[config.mk]
export PLATFORM = sky130hd
export DESIGN_NAME = spi_target
export DESIGN_NICKNAME = d
export VERILOG_FILES = /design/src/rtl/spi_target.sv
export SDC_FILE = /design/constraint.sdc
export NUM_CORES = 1
export LEC_CHECK = 0
export CORE_MARGIN = 8
export CORE_UTILIZATION = 54
export DETAILED_ROUTE_END_ITERATION = 12
export PLACE_DENSITY = 0.79
export SYNTH_ARGS = -nofsm -noshare
export SYNTH_HDL_FRONTEND = slang
export SYNTH_SLANG_ARGS = --single-unit
[constraint.sdc]
create_clock -name clk -period 2.2 [get_ports clk]
set_clock_uncertainty 0.15 [all_clocks]
set_input_delay 0.44 -clock clk [delete_from_list [all_inputs] [get_ports clk]]
set_output_delay 0.44 -clock clk [all_outputs]
set_load 0.02 [all_outputs]
[src/rtl/spi_target.sv]
// SPI mode-0 target: synchronises sck/csn/mosi into clk and exchanges bytes
// with firmware through a tx holding register and an rx data register.
//
// Ports:
//   clk, reset                   system clock, synchronous active-high reset
//   sck, csn, mosi               asynchronous SPI pins from the controller
//   miso, miso_oe                target data out and its pad output enable
//   tx_data, wr, busy            tx holding register load strobe and full flag
//   rx_data, valid, rd, overrun  received byte, unread flag, ack, sticky drop
//   selected                     synchronised, armed chip select
module spi_target #(
  parameter logic [7:0] FILL = 8'hFF
) (
  input  logic       clk,
  input  logic       reset,
  input  logic       sck,
  input  logic       csn,
  input  logic       mosi,
  output logic       miso,
  output logic       miso_oe,
  input  logic [7:0] tx_data,
  input  logic       wr,
  output logic       busy,
  output logic [7:0] rx_data,
  output logic       valid,
  input  logic       rd,
  output logic       overrun,
  output logic       selected
);

  typedef enum logic {IDLE, SHIFT} state_t;

  // Index 0 is s1, 1 is s2, 2 is s3.
  logic [2:0] sck_q;
  logic [2:0] csn_q;
  // mosi has no edge detector, so its s3 stage would drive nothing.
  logic [1:0] mosi_q;

  always_ff @(posedge clk) begin
    if (reset) begin
      sck_q  <= 3'b000;
      csn_q  <= 3'b111;
      mosi_q <= 2'b00;
    end else begin
      sck_q  <= {sck_q[1:0], sck};
      csn_q  <= {csn_q[1:0], csn};
      mosi_q <= {mosi_q[0], mosi};
    end
  end

  logic sck_rise, sck_fall, csn_rise, csn_fall;
  logic csn_s2, mosi_s2;

  assign sck_rise = sck_q[1] & ~sck_q[2];
  assign sck_fall = ~sck_q[1] & sck_q[2];
  assign csn_rise = csn_q[1] & ~csn_q[2];
  assign csn_fall = ~csn_q[1] & csn_q[2];
  assign csn_s2   = csn_q[1];
  assign mosi_s2  = mosi_q[1];

  state_t     state, state_n;
  logic       armed, armed_n;
  logic [1:0] flush, flush_n;
  logic [2:0] bitcnt, bitcnt_n;
  logic [7:0] tx_sh, tx_n;
  logic [6:0] rx_sh, rx_sh_n;
  logic [7:0] hold, hold_n;
  logic       busy_n;
  logic [7:0] rx_data_n;
  logic       valid_n, overrun_n;
  logic       sel_n, oe_n;

  assign miso = tx_sh[7];

  always_ff @(posedge clk) begin
    if (reset) begin
      state    <= IDLE;
      armed    <= 1'b0;
      flush    <= 2'd0;
      bitcnt   <= 3'd0;
      tx_sh    <= 8'hFF;
      rx_sh    <= 7'd0;
      hold     <= 8'd0;
      busy     <= 1'b0;
      rx_data  <= 8'd0;
      valid    <= 1'b0;
      overrun  <= 1'b0;
      selected <= 1'b0;
      miso_oe  <= 1'b0;
    end else begin
      state    <= state_n;
      armed    <= armed_n;
      flush    <= flush_n;
      bitcnt   <= bitcnt_n;
      tx_sh    <= tx_n;
      rx_sh    <= rx_sh_n;
      hold     <= hold_n;
      busy     <= busy_n;
      rx_data  <= rx_data_n;
      valid    <= valid_n;
      overrun  <= overrun_n;
      selected <= sel_n;
      miso_oe  <= oe_n;
    end
  end

  always_comb begin
    state_n   = state;
    armed_n   = armed;
    flush_n   = flush;
    bitcnt_n  = bitcnt;
    tx_n      = tx_sh;
    rx_sh_n   = rx_sh;
    hold_n    = hold;
    busy_n    = busy;
    rx_data_n = rx_data;
    valid_n   = valid;
    overrun_n = overrun;
    sel_n     = selected;
    oe_n      = miso_oe;

    // The csn synchroniser resets to 1, so arming waits until s2
    // holds a real pin sample; otherwise a frame live across reset
    // would look like a fresh select.
    if (flush != 2'd2)
      flush_n = flush + 2'd1;
    else if (csn_s2)
      armed_n = 1'b1;

    if (rd) begin
      valid_n   = 1'b0;
      overrun_n = 1'b0;
    end

    case (state)
      IDLE: begin
        if (csn_fall && armed) begin
          state_n  = SHIFT;
          bitcnt_n = 3'd0;
          tx_n     = busy ? hold : FILL;
          busy_n   = 1'b0;
          sel_n    = 1'b1;
          oe_n     = 1'b1;
        end
      end
      SHIFT: begin
        if (csn_rise) begin
          state_n  = IDLE;
          bitcnt_n = 3'd0;
          tx_n     = 8'hFF;
          sel_n    = 1'b0;
          oe_n     = 1'b0;
        end else if (sck_rise) begin
          rx_sh_n  = {rx_sh[5:0], mosi_s2};
          bitcnt_n = bitcnt + 3'd1;
          if (bitcnt == 3'd7) begin
            if (!valid || rd) begin
              rx_data_n = {rx_sh, mosi_s2};
              valid_n   = 1'b1;
            end else begin
              overrun_n = 1'b1;
            end
          end
        end else if (sck_fall) begin
          if (bitcnt != 3'd0) begin
            tx_n = {tx_sh[6:0], 1'b1};
          end else begin
            tx_n   = busy ? hold : FILL;
            busy_n = 1'b0;
          end
        end
      end
      default: state_n = IDLE;
    endcase

    // A reload only clears busy when it was set, so a wr landing
    // on a FILL reload still latches and leaves busy high.
    if (wr && !busy) begin
      hold_n = tx_data;
      busy_n = 1'b1;
    end
  end

endmodule
==> results of run 1 <==
-- placed cells by master, fill, tap and decap left out --
cell and n:
or2_2 3, a221o_2 1, nand3_1 3, nand3b_1 1, a32oi_1 2, a21o_1 1
o21ai_2 1, o21ai_0 8, a211o_1 7, nor3_1 1, xor2_1 1, a31oi_1 1
and2b_2 1, or4bb_1 7, buf_4 3, nor2b_1 10, dfxtp_2 1, or3_1 1
clkdlybuf4s50_1 28, clkbuf_1 2, clkbuf_8 5, nand2b_1 21, and2_0 1, a221oi_1 7
and2_4 1, mux2i_1 8, nand2_1 35, nand4_1 2, a21oi_1 22, buf_12 1
and3_1 1, inv_1 3, dfxtp_1 49, nor2_1 14, o21bai_1 1, ha_1 4
-- power breakdown --
part           total (W)  switching, W  internal, W
Sequential      0.000991     0.0000351     0.000956
Combinational   0.000231      0.000114     0.000118
Clock           0.000498      0.000279     0.000219
Total            0.00172      0.000427      0.00129
-- registers in the layout (all words and copies together), names as in the netlist --
name,count
hold,8
valid,1
sck_q,3
bitcnt,3
csn_q,3
overrun,1
armed,1
selected,1
state,1
flush,2
mosi_q,2
busy,1
tx_sh,8
rx_data,8
rx_sh,7
-- per-stage QoR --
stage / total power [W] / cell area, sq um
2_1_floorplan: 0.00118 / 2140
3_5_place_dp: 0.00124 / 2420
5_1_grt: 0.00180 / 2500
3_3_place_gp: 0.00124 / 2420
6_report: 0.00172 / 2500
4_1_cts: 0.00173 / 2500
-- final timing paths --
kind	start	endpoint	slack, ns	cells after the start
worst max-delay path	busy$_SDFFE_PP0P_	busy	0.21	1
worst min-delay path	csn_q[0]$_SDFF_PP1_	csn_q[1]$_SDFF_PP1_	0.26	1
worst max register to register	bitcnt[0]$_SDFFE_PP0P_	tx_sh[1]$_SDFFE_PP1P_	0.24	6
worst min register to register	csn_q[0]$_SDFF_PP1_	csn_q[1]$_SDFF_PP1_	0.26	1
-- layout make-up --
type	instances	area (sq um)
clock buffer	7	76.3
inverter	3	11.3
timing repair buffer	32	323
fill	334	1420
sequential	50	1000
multi-input combinational	166	1020
tap	50	62.6
-- cell families (layout without fill, tap and decap cells) --
family / after synthesis / count (layout)
flops: 50 / 50
compound gates: 51 / 51
buf+inv: 22 / 42
simple gates: 102 / 102
fa+ha+maj: 4 / 4
xor+xnor: 1 / 1
mux: 8 / 8
-- metal layers --
layer	vias up	wire (microns)	track usage [%]
met5	-	0	0
met4	0	70	4.63
met3	8	235	4.18
met2	39	2000	21.5
met1	770	1880	16.6
li1	850	-	-
==> impl_metrics.py, run 1 <==
metrics = {
    "clock_tree": {
        "clk_pin_slew_worst_paths_ns": 0.08,
        "ctsResizeCount": 0,
        "h-tree-depth": 2,
        "clockBufferDepth": 2,
        "holdBufCountCts": 0,
        "cts_buffers": 5,
        "cts_tree": "yes",
        "worstSkewPairLatency_ns": 0.30,
        "cts_root_buffer": "clkbuf_8",
        "post_cts_buffers": 0,
        "cts_sinks": 50,
    },
    "sta": {
        "worst_slack_ns": 0.211,
        "setup_viol": 0,
        "final_max_slew_viol_count": 0,
        "relSlewSlack_pct": 66.6,
        "fin_hold_ws_ns": 0.265,
        "rsz0062_at_grt": "no",
        "max_freq_ghz": 0.503,
        "fin_setup_tns_ns": 0,
        "tightest_slew_ns": 0.499,
        "finalCriticalPeriod_ns": 1.99,
        "finalHoldViolations": 0,
        "finalCritPeriodShare_pct": 90.4,
    },
    "yosys": {
        "ys_warn_count": 0,
        "synth.most_common_cell": "dfxtp_1",
        "synth_top_cell_by_area": "dfxtp_1",
        "synth_fa_ha_area_share_pct": 2.34,
        "yosysTopAreaCellShare_pct": 46.8,
        "synth_cell_types": 34,
        "synth_common_cells": "50 x dfxtp_1, 35 x nand2_1, 22 x a21oi_1",
        "syn_avg_cell_area_sq_um": 8.98,
        "async_flop_share_pct": 0,
        "synth_top_family_by_area": "simple AND/OR/NAND/NOR gates",
        "synth_seq_cells": 50,
        "netlist_instances": 238,
        "synth_mux_area_share_pct": 3.74,
        "synth_simple_gate_area_share_pct": 25.8,
        "synthXorXnorAreaFrac_pct": 0.410,
        "syn-cell-area_sq_mm": 0.00214,
        "ys_top_cells_by_area": "dfxtp_1 47%, nand2_1 6.1%, nand2b_1 6.1%",
        "synth-compound-area-share_pct": 15.5,
        "syn-num-nets": 257,
        "synth_ff_type": "dfxtp_1",
        "synth-edff-count": 0,
        "synth.yosys.seq_area_share_pct": 46.8,
    },
    "finish": {
        "fin_nets": 277,
        "syn2layout_area_growth_pct": 16.8,
        "stdcell_count": 308,
        "post-route-util_pct": 63.8,
        "final_layout_size_suffix_gt1_share_pct": 6.59,
        "n_antenna_cell": 0,
    },
    "drt": {
        "vias": 1667,
        "wl_per_cell_microns": 13.6,
        "antenna_left": 0,
        "drt-total-wl_microns": 4180,
        "drt_iter0_drc": 128,
        "dr.pass1.iters": 4,
        "route.detailed.drc": 0,
        "vias_per_cell": 5.41,
    },
    "setup_path": {
        "critPathMaxFanout": 13,
        "cp_top_family": "buffers and inverters",
        "crit_path_cell_trace": "clkdlybuf4s50_1",
        "worstPathArrival_ns": 1.40,
        "startpoint_type": "register",
        "cp_num_buf_inv": 1,
        "path_class": "reg2out",
        "critPathSlowestCell": "clkdlybuf4s50_1",
        "critPathMaxStageDelay_ns": 0.65,
        "required_ns": 1.61,
        "endpoint_kind": "output pin",
    },
    "floorplanning": {
        "io_pins": 29,
        "die_area_sq_mm": 0.00623,
        "start_util_pct": 54.6,
        "core_area_sq_mm": 0.00391,
        "die_w_microns": 78.9,
        "die_y_microns": 78.9,
        "num_rows": 23,
    },
    "place": {
        "hpwl_microns": 2690,
        "gp_congestion": 0.812,
        "post-place-ws_ns": 0.294,
        "place.port_buffers": 28,
        "dp.cells": 301,
    },
    "flow_run": {
        "maxCapViolations": 0,
    },
    "pwr": {
        "max-vdd-ir-drop_mv": 0.372,
        "power.leakage_nw": 0.912,
        "powerDensity_mw_per_mm2": 689,
    },
    "global_routing": {
        "grt_pass1_vias": 1534,
        "grt_remaining_overflow": 0,
        "antenna_found_initial": 0,
        "grtUsageTotal_pct": 13.4,
        "grt_start_max_net_pins": 59,
        "grt_pass1_wl_microns": 6910,
    },
    "worst_hold_path": {
        "holdCritPathClass": "reg2reg",
    },
    "run_status": {
        "status": "complete, no violations",
    },
}
Power figures use the tool's default switching activity.
==> inputs of run 2 (changes only) <==
Settings changed: CORE_UTILIZATION 54 to 48, GPL_TIMING_DRIVEN set to 0, PLACE_DENSITY 0.79 to 0.74.
Clock period 2.2 ns to 1.6 ns, I/O delays scaled along.
==> impl_metrics.py, run 2 (same netlist as run 1, synthesis figures left out) <==
metrics = {
    "drt": {
        "drt-total-wl_microns": 4690,
        "wl_per_cell_microns": 14.1,
        "drt_iter0_drc": 80,
        "antenna_left": 0,
        "vias_per_cell": 5.36,
        "dr.pass1.iters": 4,
        "vias": 1778,
        "route.detailed.drc": 0,
    },
    "clock_tree": {
        "clk_pin_slew_worst_paths_ns": 0.09,
        "h-tree-depth": 2,
        "cts_sinks": 50,
        "holdBufCountCts": 0,
        "cts_root_buffer": "clkbuf_8",
        "worstSkewPairLatency_ns": 0.31,
        "cts_buffers": 5,
        "clockBufferDepth": 2,
        "cts_tree": "yes",
    },
    "sta": {
        "max_freq_ghz": 0.581,
        "finalHoldViolations": 0,
        "relSlewSlack_pct": 66.0,
        "finalCritPeriodShare_pct": 108,
        "setup_viol": 8,
        "rsz0062_at_grt": "yes",
        "worst_slack_ns": -0.122,
        "finalCriticalPeriod_ns": 1.72,
        "fin_setup_tns_ns": -0.456,
        "tightest_slew_ns": 0.510,
        "final_max_slew_viol_count": 0,
    },
    "place": {
        "place.port_buffers": 27,
        "gp_congestion": 0.782,
        "hpwl_microns": 3140,
    },
    "floorplanning": {
        "die_y_microns": 82.7,
        "io_pins": 29,
        "die_w_microns": 82.7,
        "die_area_sq_mm": 0.00685,
        "start_util_pct": 49.5,
        "core_area_sq_mm": 0.00432,
        "num_rows": 24,
    },
    "finish": {
        "syn2layout_area_growth_pct": 29.9,
        "final_cell_mix": "43 x dfxtp_1, 33 x nand2_1, 21 x nand2b_1, 21 x a21oi_1, 14 x nor2_1",
        "reg.largest.list": "hold x8, rx_data x8, tx_sh x8",
        "post-route-util_pct": 64.2,
        "n_antenna_cell": 0,
        "fin_nets": 298,
        "final_common_cell": "dfxtp_1",
        "final_layout_size_suffix_gt1_share_pct": 22.9,
    },
    "pwr": {
        "p_seq_share_pct": 53.5,
        "power.leakage_nw": 1.05,
        "p_comb_share_pct": 14.8,
        "intPower_w": 0.00191,
        "p_sw_share_pct": 25.1,
        "power.net_switching_w": 0.000640,
        "max-vdd-ir-drop_mv": 0.536,
        "p_clk_share_pct": 31.7,
        "powerDensity_mw_per_mm2": 917,
    },
    "global_routing": {
        "grt_pass1_wl_microns": 7700,
        "grt_remaining_overflow": 0,
        "grt_pass1_vias": 1641,
        "antenna_found_initial": 0,
        "grt_start_max_net_pins": 15,
        "grtUsageTotal_pct": 14.4,
    },
    "run_status": {
        "status": "complete, but fails checks",
        "violations": "setup timing",
    },
    "setup_path": {
        "reg2reg_depth": 6,
        "critPathMaxFanout": 8,
        "startpoint_type": "register",
        "worstPathArrival_ns": 1.77,
        "endpoint_kind": "register",
        "required_ns": 1.64,
        "path_class": "reg2reg",
    },
    "flow_run": {
        "maxCapViolations": 0,
    },
    "worst_hold_path": {
        "min_path_cells": 2,
        "holdCritPathClass": "in2reg",
    },
}
run 2: path summary, 6_finish.rpt:
check | slack (ns) | startpoint | to
setup / recovery | -0.12 | bitcnt[0]$_SDFFE_PP0P_ | tx_sh[7]$_SDFFE_PP1P_
hold / removal | 0.15 | reset | mosi_q[0]$_SDFF_PP0_
setup reg to reg | -0.12 | bitcnt[0]$_SDFFE_PP0P_ | tx_sh[7]$_SDFFE_PP1P_
hold reg to reg | 0.26 | csn_q[0]$_SDFF_PP1_ | csn_q[1]$_SDFF_PP1_
run 2: power by group through the flow:
| stage | sequential (W) | combinational [W] | clock [W] |
|---|---|---|---|
| floorplan | 0.00139 | 0.000237 | 0 |
| finish | 0.00136 | 0.000377 | 0.000809 |
| global placement | 0.00139 | 0.000342 | 0 |
| CTS | 0.00136 | 0.000364 | 0.000813 |
| detailed placement | 0.00139 | 0.000353 | 0 |
| global route | 0.00137 | 0.000423 | 0.000886 |
run 2: final cells by class:
type,count,area [sq um]
Clock buffer,8,101
Inverter,3,11.3
Sequential cell,50,1010
Fill cell,377,1550
Buffer,17,113
Tap cell,52,65.1
Multi-Input combinational cell,166,1160
Timing Repair Buffer,36,318
run 2: worst max-delay path, cell delays in order (launching register included):
cell,delay (ns)
dfxtp_2,0.34
inv_2,0.07
ha_4,0.17
or4bb_1,0.45
o21ai_2,0.10
a221oi_2,0.09
a211o_1,0.24
run 2: routing by layer:
metal  share of wire [%]  global-route usage (%)  routed length [microns]  vias up
met5                   0                       0                        0        -
met4                 2.0                    6.03                       95        0
met3                 5.8                    4.00                      272       12
met2                  48                    23.1                     2270       39
met1                  44                    17.9                     2050      833
li1                    -                       -                        -      894
run 2: per-stage QoR:
step / hold slack [ns] / total power (W) / instances / area [sq um] / worst slack (ns)
2_1_floorplan: 0.239 / 0.00162 / 238 / 2160 / -0.0548
3_3_place_gp: 0.242 / 0.00173 / 317 / 2500 / -0.148
3_5_place_dp: 0.248 / 0.00174 / 317 / 2500 / -0.157
4_1_cts: 0.155 / 0.00254 / 331 / 2730 / -0.0632
5_1_grt: 0.165 / 0.00268 / 332 / 2780 / -0.146
6_report: 0.152 / 0.00255 / 332 / 2780 / -0.122
run 2: repair_timing:
action | in CTS | in global routing
resized for setup | 43 | 14
endpoints found under the setup margin | 30 | 24
buffers inserted | 6 | 2
pin swaps | 11 | 1
cloned | 1 | 0
